## src/rtl/game_viewport_timing.sv

```systemverilog
// VGA raster generator with a centred, integer-upscaled game viewport.
// Emits sync, game-space coordinates and strobes one clock after the counter state.
module game_viewport_timing #(
  parameter int H_ACTIVE = 1280,
  parameter int H_FP     = 48,
  parameter int H_SYNC   = 112,
  parameter int H_BP     = 248,
  parameter int V_ACTIVE = 1024,
  parameter int V_FP     = 1,
  parameter int V_SYNC   = 3,
  parameter int V_BP     = 38,
  parameter bit SYNC_POS = 1'b1,
  parameter int GAME_W   = 224,
  parameter int GAME_H   = 288,
  parameter int SCALE    = 3
) (
  input  logic                      vga_pix_clk,
  input  logic                      rst,
  output logic                      hsync,
  output logic                      vsync,
  output logic [$clog2(GAME_W)-1:0] sx,
  output logic [$clog2(GAME_H)-1:0] sy,
  output logic                      game_pix_stb,
  output logic                      frame_stb,
  output logic                      display_enabled
);

  localparam int H_TOT  = H_ACTIVE + H_FP + H_SYNC + H_BP;
  localparam int V_TOT  = V_ACTIVE + V_FP + V_SYNC + V_BP;
  localparam int X_OFF  = (H_ACTIVE - GAME_W * SCALE) / 2;
  localparam int Y_OFF  = (V_ACTIVE - GAME_H * SCALE) / 2;
  localparam int X_END  = X_OFF + GAME_W * SCALE;
  localparam int Y_END  = Y_OFF + GAME_H * SCALE;
  localparam int HS_BEG = H_ACTIVE + H_FP;
  localparam int HS_END = HS_BEG + H_SYNC;
  localparam int VS_BEG = V_ACTIVE + V_FP;
  localparam int VS_END = VS_BEG + V_SYNC;
  localparam int HW     = $clog2(H_TOT);
  localparam int VW     = $clog2(V_TOT);
  localparam int GXW    = $clog2(GAME_W);
  localparam int GYW    = $clog2(GAME_H);
  localparam int SW     = (SCALE > 1) ? $clog2(SCALE) : 1;

  logic [HW-1:0]  hc_q, hc_d;
  logic [VW-1:0]  vc_q, vc_d;
  logic [SW-1:0]  xs_q, xs_d, ys_q, ys_d;
  logic [GXW-1:0] gx_q, gx_d, sx_q;
  logic [GYW-1:0] gy_q, gy_d, sy_q;
  logic           hs_q, vs_q, stb_q, frm_q, de_q;
  logic           hc_wrap, vc_wrap, in_h, in_v, hs_act, vs_act;

  always_comb begin
    hc_wrap = (int'(hc_q) == H_TOT - 1);
    vc_wrap = (int'(vc_q) == V_TOT - 1);
    in_h    = (int'(hc_q) >= X_OFF) && (int'(hc_q) < X_END);
    in_v    = (int'(vc_q) >= Y_OFF) && (int'(vc_q) < Y_END);
    hs_act  = (int'(hc_q) >= HS_BEG) && (int'(hc_q) < HS_END);
    vs_act  = (int'(vc_q) >= VS_BEG) && (int'(vc_q) < VS_END);

    hc_d = hc_wrap ? '0 : hc_q + HW'(1);
    vc_d = vc_q;
    if (hc_wrap) vc_d = vc_wrap ? '0 : vc_q + VW'(1);

    // Sub-pixel counters are re-armed on the clock whose next state enters the
    // viewport, so gx/gy are already 0 on the first viewport column/line.
    xs_d = xs_q;
    gx_d = gx_q;
    if (int'(hc_d) == X_OFF) begin
      xs_d = '0;
      gx_d = '0;
    end else if (in_h) begin
      if (int'(xs_q) == SCALE - 1) begin
        xs_d = '0;
        gx_d = gx_q + GXW'(1);
      end else begin
        xs_d = xs_q + SW'(1);
      end
    end

    ys_d = ys_q;
    gy_d = gy_q;
    if (hc_wrap) begin
      if (int'(vc_d) == Y_OFF) begin
        ys_d = '0;
        gy_d = '0;
      end else if (in_v) begin
        if (int'(ys_q) == SCALE - 1) begin
          ys_d = '0;
          gy_d = gy_q + GYW'(1);
        end else begin
          ys_d = ys_q + SW'(1);
        end
      end
    end
  end

  always_ff @(posedge vga_pix_clk) begin
    if (rst) begin
      hc_q  <= '0;
      vc_q  <= '0;
      xs_q  <= '0;
      ys_q  <= '0;
      gx_q  <= '0;
      gy_q  <= '0;
      sx_q  <= '0;
      sy_q  <= '0;
      stb_q <= 1'b0;
      frm_q <= 1'b0;
      de_q  <= 1'b0;
      hs_q  <= !SYNC_POS;
      vs_q  <= !SYNC_POS;
    end else begin
      hc_q  <= hc_d;
      vc_q  <= vc_d;
      xs_q  <= xs_d;
      ys_q  <= ys_d;
      gx_q  <= gx_d;
      gy_q  <= gy_d;
      sx_q  <= in_h ? gx_q : '0;
      sy_q  <= in_v ? gy_q : '0;
      de_q  <= in_h && in_v;
      stb_q <= in_h && in_v && (int'(xs_q) == 0);
      frm_q <= (int'(hc_q) == 0) && (int'(vc_q) == 0);
      hs_q  <= hs_act ? SYNC_POS : !SYNC_POS;
      vs_q  <= vs_act ? SYNC_POS : !SYNC_POS;
    end
  end

  assign hsync           = hs_q;
  assign vsync           = vs_q;
  assign sx              = sx_q;
  assign sy              = sy_q;
  assign game_pix_stb    = stb_q;
  assign frame_stb       = frm_q;
  assign display_enabled = de_q;

endmodule
```

## config.mk

```make
export PLATFORM = sky130hd
export DESIGN_NAME = game_viewport_timing
export DESIGN_NICKNAME = d
export VERILOG_FILES = /design/src/rtl/game_viewport_timing.sv
export SDC_FILE = /design/constraint.sdc
export NUM_CORES = 1
export LEC_CHECK = 0
export BUFFER_PORTS_ARGS = -buffer_cell sky130_fd_sc_hd__clkbuf_2
export CAP_MARGIN = 20
export CORE_ASPECT_RATIO = 1.75
export CORE_MARGIN = 1.5
export CORE_UTILIZATION = 60
export DETAILED_ROUTE_END_ITERATION = 8
export PLACE_DENSITY_LB_ADDON = 0.05
export SLEW_MARGIN = 10
export SYNTH_ARGS = -nofsm -noshare
export SYNTH_HDL_FRONTEND = slang
export SYNTH_SLANG_ARGS = --single-unit
export TNS_END_PERCENT = 10
```

## constraint.sdc

```tcl
create_clock -name vga_pix_clk -period 3.8 [get_ports vga_pix_clk]
set_input_delay 0.19 -clock vga_pix_clk [delete_from_list [all_inputs] [get_ports vga_pix_clk]]
set_output_delay 0.19 -clock vga_pix_clk [all_outputs]
set_load 0.005 [all_outputs]
```

==> impl_metrics.py, run 1 <==
metrics = {
    "floorplanning": {
        "die_h_microns": 95.86,
        "io-pin-count": 24,
        "coreArea_sq_mm": 0.004707,
        "die_area_sq_mm": 0.005374,
        "rows": 33,
        "die_x_microns": 56.07,
        "start_util_pct": 62.81,
    },
    "route": {
        "wire_per_inst_microns": 13.88,
        "drt_iter0_drc": 82,
        "firstDrtPassIters": 4,
        "via_count": 2377,
        "finalWirelength_microns": 5746,
        "final_antenna_net_count": 0,
        "vias_per_cell": 5.742,
        "drc": 0,
    },
    "final_layout": {
        "nNetsFinal": 367,
        "post-route-util_pct": 70.15,
        "layout_common_cells": "65 x dfxtp_1, 44 x nor2_1, 24 x nand2_1",
        "layout_commonest_cell": "dfxtp_1",
        "final_cells": 414,
        "fillers": 385,
        "insertedDiodeCount": 0,
        "layout-drive-gt1-share_pct": 13.54,
        "final_area_sq_mm": 0.003302,
        "area_growth_pct": 11.68,
    },
    "cts": {
        "cts_tree": "done",
        "cts.sinks": 65,
        "cts_setup_buffers": 0,
        "holdBufCountCts": 0,
        "root_buffer": "clkbuf_8",
        "clk_pin_slew_ns": 0.07,
        "insertion_delay_ns": 0.34,
        "clockBufferDepth": 2,
        "post_cts_resized": 0,
        "cts_buffers": 9,
        "htree_levels": 3,
    },
    "timing": {
        "fmax_mhz": 366.9,
        "period_share_pct": 71.73,
        "worst_pin_slew_ns": 0.8432,
        "skew_ns": 0.009984,
        "hold_viol_final": 0,
        "finalMaxSlewViolations": 0,
        "finalSetupTns_ns": 0,
        "fin_crit_ns": 2.726,
        "slew-limit-headroom_pct": 43.35,
        "setup_viol": 0,
        "rsz0062_at_grt": "false",
    },
    "global_routing": {
        "antenna_found_initial": 0,
        "grt_overflow": 0,
        "grt_pass1_wl_microns": 9604,
        "grt_max_degree": 21,
        "grt_pass1_vias": 2176,
        "grt_usage_pct": 23.32,
    },
    "power": {
        "pwr_density_cell_mw_per_mm2": 429.4,
        "p_leak_nw": 1.314,
        "peakVddDrop_v": 0.0004889,
    },
    "synth": {
        "ys_types": 46,
        "async_flop_share_pct": 0,
        "synth_edf_count": 0,
        "synth_cells": 344,
        "syn_area_sq_mm": 0.002957,
        "yosysSeqAreaShare_pct": 44.01,
        "synth-seq-cells": 65,
        "synth_nets": 353,
        "ys.flop_type": "dfxtp_1",
        "synth.avg_cell_area_sq_um": 8.595,
        "ys_warn_count": 0,
    },
    "setup_path": {
        "critPathSlowestCell": "or4_1",
        "arrival_ns": 2.96,
        "path_max_fanout": 9,
        "critPathLaunchType": "flop",
        "regToRegSetupSlack_ns": 1.07,
        "crit_chain": "or4_1 -> or2_0 -> or4_1 -> or3b_4 -> xor2_1 -> nor2_2",
        "cp.required_ns": 4.03,
        "worst-setup-path-type": "flop to flop",
        "end_kind": "flop",
        "cpMostUsedCell": "or4_1",
        "cp_slowest_stage_delay_ns": 0.67,
    },
    "flow_run": {
        "drv_cap": 0,
    },
    "placement": {
        "dp_cells": 399,
        "portBuffers": 23,
        "post-dp-hpwl_microns": 4073,
        "gp_congestion": 0.9008,
        "place_area_sq_mm": 0.003060,
    },
    "worst_hold_path": {
        "hold_class": "primary input to flop",
    },
    "run_status": {
        "outcome": "completed",
    },
}
[worst paths after layout]
path,from,end,cells past startpoint
worst min register to register,gy_q[8],sy[8],1
worst min-delay path,rst,vc_q[1],2
worst max-delay path,hc_q[3],gy_q[0],6
worst max register to register,hc_q[3],gy_q[0],6
[metal layers]
layer / track usage [%] / vias to the layer above / share of wire [%]
met1: 24.15 / 1095 / 42
met3: 5.780 / 17 / 3.6
met5: 0 / - / 0
met2: 41.47 / 46 / 51
li1: - / 1219 / -
met4: 15.08 / 0 / 3.5
[through the flow]
step / power, W / hold slack, ns / worst slack, ns
after detailed placement: 0.0007327 / 0.4715 / 1.090
after global placement: 0.0007323 / 0.4586 / 1.158
after CTS: 0.001435 / 0.3117 / 1.073
after global routing: 0.001460 / 0.3712 / 0.8997
final: 0.001418 / 0.3284 / 1.074
after floorplan: 0.0007243 / 0.3596 / 1.226
[synth_stat cells, drive strengths merged, types with 4 or more instances]
library cell | number | share of area [%]
nor4 | 11 | 2.3
ha | 7 | 3.0
nor2 | 47 | 6.2
clkbuf | 18 | 2.3
o21ai | 9 | 1.5
nand2 | 24 | 3.0
xor2 | 18 | 5.3
and2 | 11 | 2.3
or3 | 4 | 0.85
inv | 6 | 0.76
xnor2 | 16 | 4.7
nand4 | 13 | 2.8
dfxtp | 65 | 44
buf | 5 | 1.1
a21oi | 13 | 2.2
nand3 | 13 | 2.2
and3 | 12 | 2.5
nor3 | 16 | 2.7
nor3b | 4 | 1.0
[registers in the layout (all words and copies together), names as in the netlist]
| signal | flops |
|---|---|
| gy_q | 9 |
| vsync | 1 |
| vc_q | 11 |
| xs_q | 2 |
| sx | 8 |
| hc_q | 11 |
| game_pix_stb | 1 |
| sy | 9 |
| frame_stb | 1 |
| display_enabled | 1 |
| ys_q | 2 |
| hsync | 1 |
| gx_q | 8 |
[area by class of cell]
class	count	area (sq um)	share of cell area [%]
timing repair buffer	26	137.6	4.168
clock inverter	5	103.9	3.145
clock buffer	10	137.6	4.168
inverter	6	22.52	0.6821
multi-input combinational	250	1534	46.46
tap	52	65.06	1.970
sequential	65	1301	39.41
[power by group]
group	switching [W]	internal (W)	total, W
Combinational	0.0000180	0.00000948	0.0000275
Sequential	0.00000475	0.000685	0.000690
Clock	0.000251	0.000450	0.000701
Total	0.000274	0.00114	0.00142
[worst max-delay path: cells and delay by family (launching register included)]
family	cells	cell delay, ns
xor gates and xnor gates	1	0.17
and+or+nand+nor	5	2.08
DFF	1	0.38
[cells by family (layout without fill, tap and decap cells)]
family                     count (synthesis)  after routing  synth area share [%]
buffers and inverters                     29             47                 4.105
xor gates and xnor gates                  34             34                 10.07
AOI/OAI and AO/OA                         36             36                 7.745
adders and majority gates                  7              7                 2.962
and+or+nand+nor                          170            170                 30.05
muxes                                      3              3                 1.058
DFF                                       65             65                 44.01
No activity file was read; power rests on OpenSTA's default activity.
==> inputs of run 2 (changes only) <==
CORE_UTILIZATION = 53   (was 60)
clock period = 2.4 ns   (was 3.8 ns; I/O delays follow)
==> run 2 against run 1 <==
Net effect: clock skew grew 0.00070 ns; first-iteration DRC count grew 13%; via count grew 4.4%; critical endpoint is now gy_q[1]; sequential share of layout area shrank 2.6 points; die area grew 13%; non-clock buffer count grew 25; global-route usage grew 0.39 points; critical path depth is the same.
==> impl_metrics.py, run 2 (same netlist as run 1, synthesis figures left out) <==
metrics = {
    "timing": {
        "worst_pin_slew_ns": 0.4400,
        "skew_ns": 0.01068,
        "fmax_mhz": 420.7,
        "setup_viol": 0,
        "rsz0062_at_grt": "true",
        "slew-limit-headroom_pct": 70.60,
        "finalMaxSlewViolations": 0,
        "period_share_pct": 99.05,
        "hold_viol_final": 0,
        "fin_crit_ns": 2.377,
    },
    "route": {
        "wl_met1_microns": 2607,
        "firstDrtPassIters": 6,
        "routed-wl-met3_microns": 155,
        "finalWirelength_microns": 6307,
        "top_layer": "met4",
        "drc": 0,
        "wire_per_inst_microns": 13.65,
        "route.met2.wl_microns": 3377,
        "final_antenna_net_count": 0,
        "drt_iter0_drc": 93,
        "via_count": 2482,
        "vias_per_cell": 5.372,
    },
    "flow_run": {
        "drv_cap": 0,
    },
    "setup_path": {
        "r2r_end": "gy_q[1]",
        "cp.required_ns": 2.64,
        "path_max_fanout": 6,
        "worst-setup-path-type": "flop to flop",
        "end_kind": "flop",
        "reg2reg_from": "hc_q[3]",
        "critPathLaunchType": "flop",
        "crit_end": "gy_q[1]",
        "arrival_ns": 2.62,
        "regToRegSetupSlack_ns": 0.02,
        "r2r_cells": 6,
        "critPathLaunch": "hc_q[3]",
    },
    "final_layout": {
        "post-route-util_pct": 66.30,
        "insertedDiodeCount": 0,
        "layout_commonest_cell": "dfxtp_1",
        "layout.area.seq_sq_mm": 0.001305,
        "nNetsFinal": 392,
        "fillers": 514,
        "layout-drive-gt1-share_pct": 21.13,
        "reg.largest.list": "hc_q x11, vc_q x11",
        "multi_input_area_sq_mm": 0.001555,
        "final_cells": 462,
        "layout_common_cells": "62 x dfxtp_1, 44 x nor2_1, 27 x buf_4",
        "area_growth_pct": 19.81,
    },
    "floorplanning": {
        "die_h_microns": 101.8,
        "die_x_microns": 59.46,
        "start_util_pct": 55.34,
        "rows": 35,
        "io-pin-count": 24,
        "die_area_sq_mm": 0.006053,
        "coreArea_sq_mm": 0.005343,
    },
    "cts": {
        "clk_pin_slew_ns": 0.07,
        "cts_tree": "done",
        "insertion_delay_ns": 0.35,
        "holdBufCountCts": 0,
        "cts.sinks": 65,
        "htree_levels": 3,
        "root_buffer": "clkbuf_8",
        "cts_buffers": 9,
        "clockBufferDepth": 2,
    },
    "placement": {
        "gp_congestion": 0.8711,
        "portBuffers": 23,
        "post-dp-hpwl_microns": 4499,
        "dp_cells": 446,
    },
    "run_status": {
        "outcome": "completed",
    },
    "global_routing": {
        "grt_pass1_wl_microns": 10930,
        "grt_max_degree": 21,
        "grt_usage_pct": 23.71,
        "grt_pass1_vias": 2452,
        "grt_overflow": 0,
        "antenna_found_initial": 0,
    },
    "power": {
        "pwr_density_cell_mw_per_mm2": 639.7,
        "p_leak_nw": 1.444,
        "peakVddDrop_v": 0.0004433,
    },
    "worst_hold_path": {
        "hp-start": "rst",
        "hold_class": "primary input to flop",
    },
}
run 2: what timing repair did:
action / CTS / global route
pin swaps: 0 / 0
setup endpoints to repair: 6 / 20
resized for setup: 3 / 6
buffers inserted: 0 / 0
run 2: cell type report:
type | count | area share, %
Inverter | 6 | 0.6358
Sequential cell | 65 | 36.84
Tap cell | 74 | 2.614
Clock inverter | 6 | 3.285
Timing Repair Buffer | 51 | 9.113
Multi-Input combinational cell | 250 | 43.91
Clock buffer | 10 | 3.603
run 2: report_power, final:
group / switching [W] / internal [W] / total, W
registers: 0.00000276 / 0.00108 / 0.00109
logic: 0.0000351 / 0.0000218 / 0.0000569
clock network: 0.000427 / 0.000695 / 0.00112
total: 0.000464 / 0.00180 / 0.00227
run 2: worst min path at each step:
stage / to / slack, ns / cells past startpoint
6_report: vc_q[6] / 0.25 / 2
3_3_place_gp: sy[8] / 0.46 / 1
4_1_cts: vc_q[1] / 0.25 / 2
2_1_floorplan: gy_q[0] / 0.29 / 3
3_5_place_dp: sy[8] / 0.47 / 1
5_1_grt: vc_q[1] / 0.28 / 2
run 2: metal layers:
layer | up-vias | track usage [%]
li1 | 1266 | -
met1 | 1166 | 25.96
met2 | 37 | 41.25
met3 | 13 | 5.109
met4 | 0 | 12.59
met5 | - | 0
run 2: through the flow:
stage	hold slack [ns]	TNS (ns)	total power, W	instance area (sq um)	setup slack (ns)
2_1_floorplan	0.2896	-1.339	0.001147	2957	-0.1744
3_5_place_dp	0.4721	-0.2202	0.001169	3273	-0.08610
6_report	0.2455	0	0.002266	3542	0.02281
3_3_place_gp	0.4576	-0.06165	0.001168	3268	-0.03449
4_1_cts	0.2470	0	0.002289	3531	0.009001
5_1_grt	0.2813	-0.3768	0.002347	3542	-0.07580
run 2: worst max-delay path, cell delays in order, from the launching register on:
cell and delay, ns:
dfxtp_2 0.33, or4_4 0.56, or2_1 0.24, or4_4 0.53
or3b_4 0.41, mux2i_1 0.15, nor2_1 0.06
==> inputs of run 3 (changes only) <==
ABC_AREA = 1   (was unset)
CORE_UTILIZATION = 54   (was 53)
SKIP_CTS_REPAIR_TIMING = 1   (was unset)
==> run 3 against run 2 <==
Net effect: synthesized cell count grew 44%; clock skew increased by 0.0070 ns; total power down 7.6%; clock power down 15%; non-clock buffer count is 15 lower; hold slack got worse by 0.12 ns; routed wire length increased by 22%; largest cell class unchanged; clock-buffer cell count up 2; die area up 8.2%; global-route usage is 0.65 points higher; cell count grew 33%; critical endpoint is now gy_q[6]; register-to-register slack better by 0.16 ns.
==> impl_metrics.py, run 3 <==
metrics = {
    "run_status": {
        "outcome": "completed",
    },
    "synth": {
        "async_flop_share_pct": 0,
        "yosys.area.top_type": "dfxtp_1",
        "yosys-top-cells-area": "dfxtp_1 40%, nand2_1 14%, nor2_1 11%",
        "synth.avg_cell_area_sq_um": 6.594,
        "synth_cells": 496,
        "synth_edf_count": 0,
        "synth_top_area_share_pct": 39.79,
        "ys_warn_count": 0,
        "ys.flop_type": "dfxtp_1",
        "yosysSeqAreaShare_pct": 39.79,
        "syn_area_sq_mm": 0.003271,
        "synth-seq-cells": 65,
        "synth_nets": 505,
        "synth.most_common_cell": "nand2_1",
        "ys_types": 31,
        "synth_top_cells_by_count": "125 x nand2_1, 94 x nor2_1, 65 x dfxtp_1, 64 x inv_1, 41 x nand3_1",
    },
    "cts": {
        "clockBufferDepth": 2,
        "clk_pin_slew_ns": 0.08,
        "htree_levels": 3,
        "insertion_delay_ns": 0.36,
        "cts.sinks": 65,
        "cts_tree": "done",
        "root_buffer": "clkbuf_8",
        "cts_buffers": 9,
    },
    "setup_path": {
        "critPathLaunch": "hc_q[8]",
        "r2r_end": "gy_q[6]",
        "worst-setup-path-type": "flop to flop",
        "critPathSlowestCell": "dfxtp_1",
        "end_kind": "flop",
        "arrival_ns": 2.46,
        "cp.required_ns": 2.64,
        "cp_slowest_stage_delay_ns": 0.36,
        "crit_end": "gy_q[6]",
        "regToRegSetupSlack_ns": 0.18,
        "r2r_cells": 13,
        "reg2reg_from": "hc_q[8]",
        "crit_chain": "inv_1 -> nand4_1 -> nor2_4 -> nand3_1 -> nand2_1 -> nand3_1 -> nor2_2 -> nand3_4 -> buf_4 -> nand3_1 -> inv_1 -> nor2_1 -> nor2_1",
        "path_max_fanout": 9,
        "critPathLaunchType": "flop",
        "cpMostUsedCell": "nand3_1",
    },
    "final_layout": {
        "layout.area.seq_sq_mm": 0.001304,
        "insertedDiodeCount": 0,
        "fillers": 556,
        "layout_common_cells": "125 x nand2_1, 92 x nor2_1, 64 x inv_1",
        "reg.largest.list": "hc_q x11, vc_q x11",
        "area_growth_pct": 16.53,
        "layout-drive-gt1-share_pct": 15.27,
        "multi_input_area_sq_mm": 0.001707,
        "nNetsFinal": 543,
        "layout_commonest_cell": "nand2_1",
    },
    "global_routing": {
        "grt_pass1_vias": 2803,
        "grt_pass1_wl_microns": 11850,
        "antenna_found_initial": 0,
        "grt_max_degree": 19,
        "grt_overflow": 0,
        "grt_usage_pct": 24.35,
    },
    "flow_run": {
        "drv_cap": 0,
    },
    "timing": {
        "hold_viol_final": 0,
        "setup_viol": 0,
        "fin_crit_ns": 2.219,
        "period_share_pct": 92.45,
        "slew-limit-headroom_pct": 67.39,
        "fmax_mhz": 450.7,
        "skew_ns": 0.01772,
        "whs_ns": 0.1251,
        "finalMaxSlewViolations": 0,
        "worst_pin_slew_ns": 0.4854,
        "setup_ws_ns": 0.1813,
    },
    "worst_hold_path": {
        "hold_class": "primary input to flop",
    },
    "floorplanning": {
        "die_h_microns": 106.0,
        "io-pin-count": 24,
        "die_x_microns": 61.83,
        "die_area_sq_mm": 0.006551,
        "coreArea_sq_mm": 0.005879,
        "rows": 37,
        "start_util_pct": 55.63,
    },
    "route": {
        "final_antenna_net_count": 0,
        "finalWirelength_microns": 7666,
        "drc": 0,
        "wire_per_inst_microns": 12.47,
        "via_count": 3205,
        "firstDrtPassIters": 4,
        "vias_per_cell": 5.211,
        "drt_iter0_drc": 198,
    },
    "placement": {
        "portBuffers": 23,
        "gp_congestion": 0.9813,
        "place_ws_ns": 0.1077,
        "post-dp-hpwl_microns": 5544,
    },
    "power": {
        "pwr_density_cell_mw_per_mm2": 549.4,
        "p_leak_nw": 1.695,
        "peakVddDrop_v": 0.0003498,
    },
}
-- run 3: changes by cell type after synthesis, sizes merged, moves of 5 or more --
cell	change
and2	-11
and3	-12
clkbuf	-14
inv	+63
nand2	+105
nand3	+32
nor2	+52
nor3	-5
nor4	-9
xnor2	-16
xor2	-14
-- run 3: critical path, delay by kind of cell, from the launching register on --
family	cells	cell delay, ns
flops	1	0.36
simple gates	10	1.34
buf+inv	3	0.39
-- run 3: layer usage --
metal | GRT usage (%) | up-vias | routed length, microns
met1 | 26.12 | 1429 | 3041
met2 | 40.75 | 111 | 3883
met5 | 0 | - | 0
met3 | 6.326 | 34 | 357
li1 | - | 1631 | -
met4 | 14.13 | 0 | 384
-- run 3: area by class of cell --
| class | count | area share (%) |
|---|---|---|
| timing repair buffer | 36 | 6.008 |
| clock inverter | 2 | 0.9849 |
| tap | 78 | 2.561 |
| inverter | 72 | 7.124 |
| multi-input combinational | 350 | 44.78 |
| sequential | 65 | 34.21 |
| clock buffer | 12 | 4.334 |
-- run 3: metrics by stage --
step	util [%]	TNS, ns	area [sq um]	power (W)	instances
2_1_floorplan	-	0	3271	0.001139	496
6_report	64.82	0	3811	0.002094	615
3_5_place_dp	60.06	0	3531	0.001159	599
5_1_grt	64.82	-0.005684	3811	0.002161	615
4_1_cts	63.50	0	3734	0.002110	613
3_3_place_gp	60.06	0	3531	0.001160	599
-- run 3: report_power, final --
| group | switching, W | internal (W) |
|---|---|---|
| logic | 0.0000295 | 0.0000179 |
| registers | 0.00000513 | 0.00109 |
| clock network | 0.000403 | 0.000553 |
| total | 0.000438 | 0.00166 |
-- run 3: worst min-delay path by stage --
stage | start | endpoint | slack (ns) | depth (start not counted)
global route | rst | gy_q[0] | 0.17 | 4
detailed placement | xs_q[1] | xs_q[1] | 0.45 | 2
finish | rst | gy_q[0] | 0.13 | 4
CTS | rst | gy_q[0] | 0.12 | 4
floorplan | display_enabled | display_enabled | 0.40 | 0
global placement | xs_q[1] | xs_q[1] | 0.44 | 2
-- run 3: cell families (layout without fill, tap and decap cells) --
| group | after synthesis | count (layout) | synth area share [%] |
|---|---|---|---|
| xor+xnor | 4 | 4 | 1.071 |
| buf+inv | 83 | 122 | 10.21 |
| fa+ha+maj | 7 | 7 | 2.678 |
| compound gates | 29 | 29 | 4.859 |
| simple gates | 308 | 310 | 41.39 |
| flops | 65 | 65 | 39.79 |
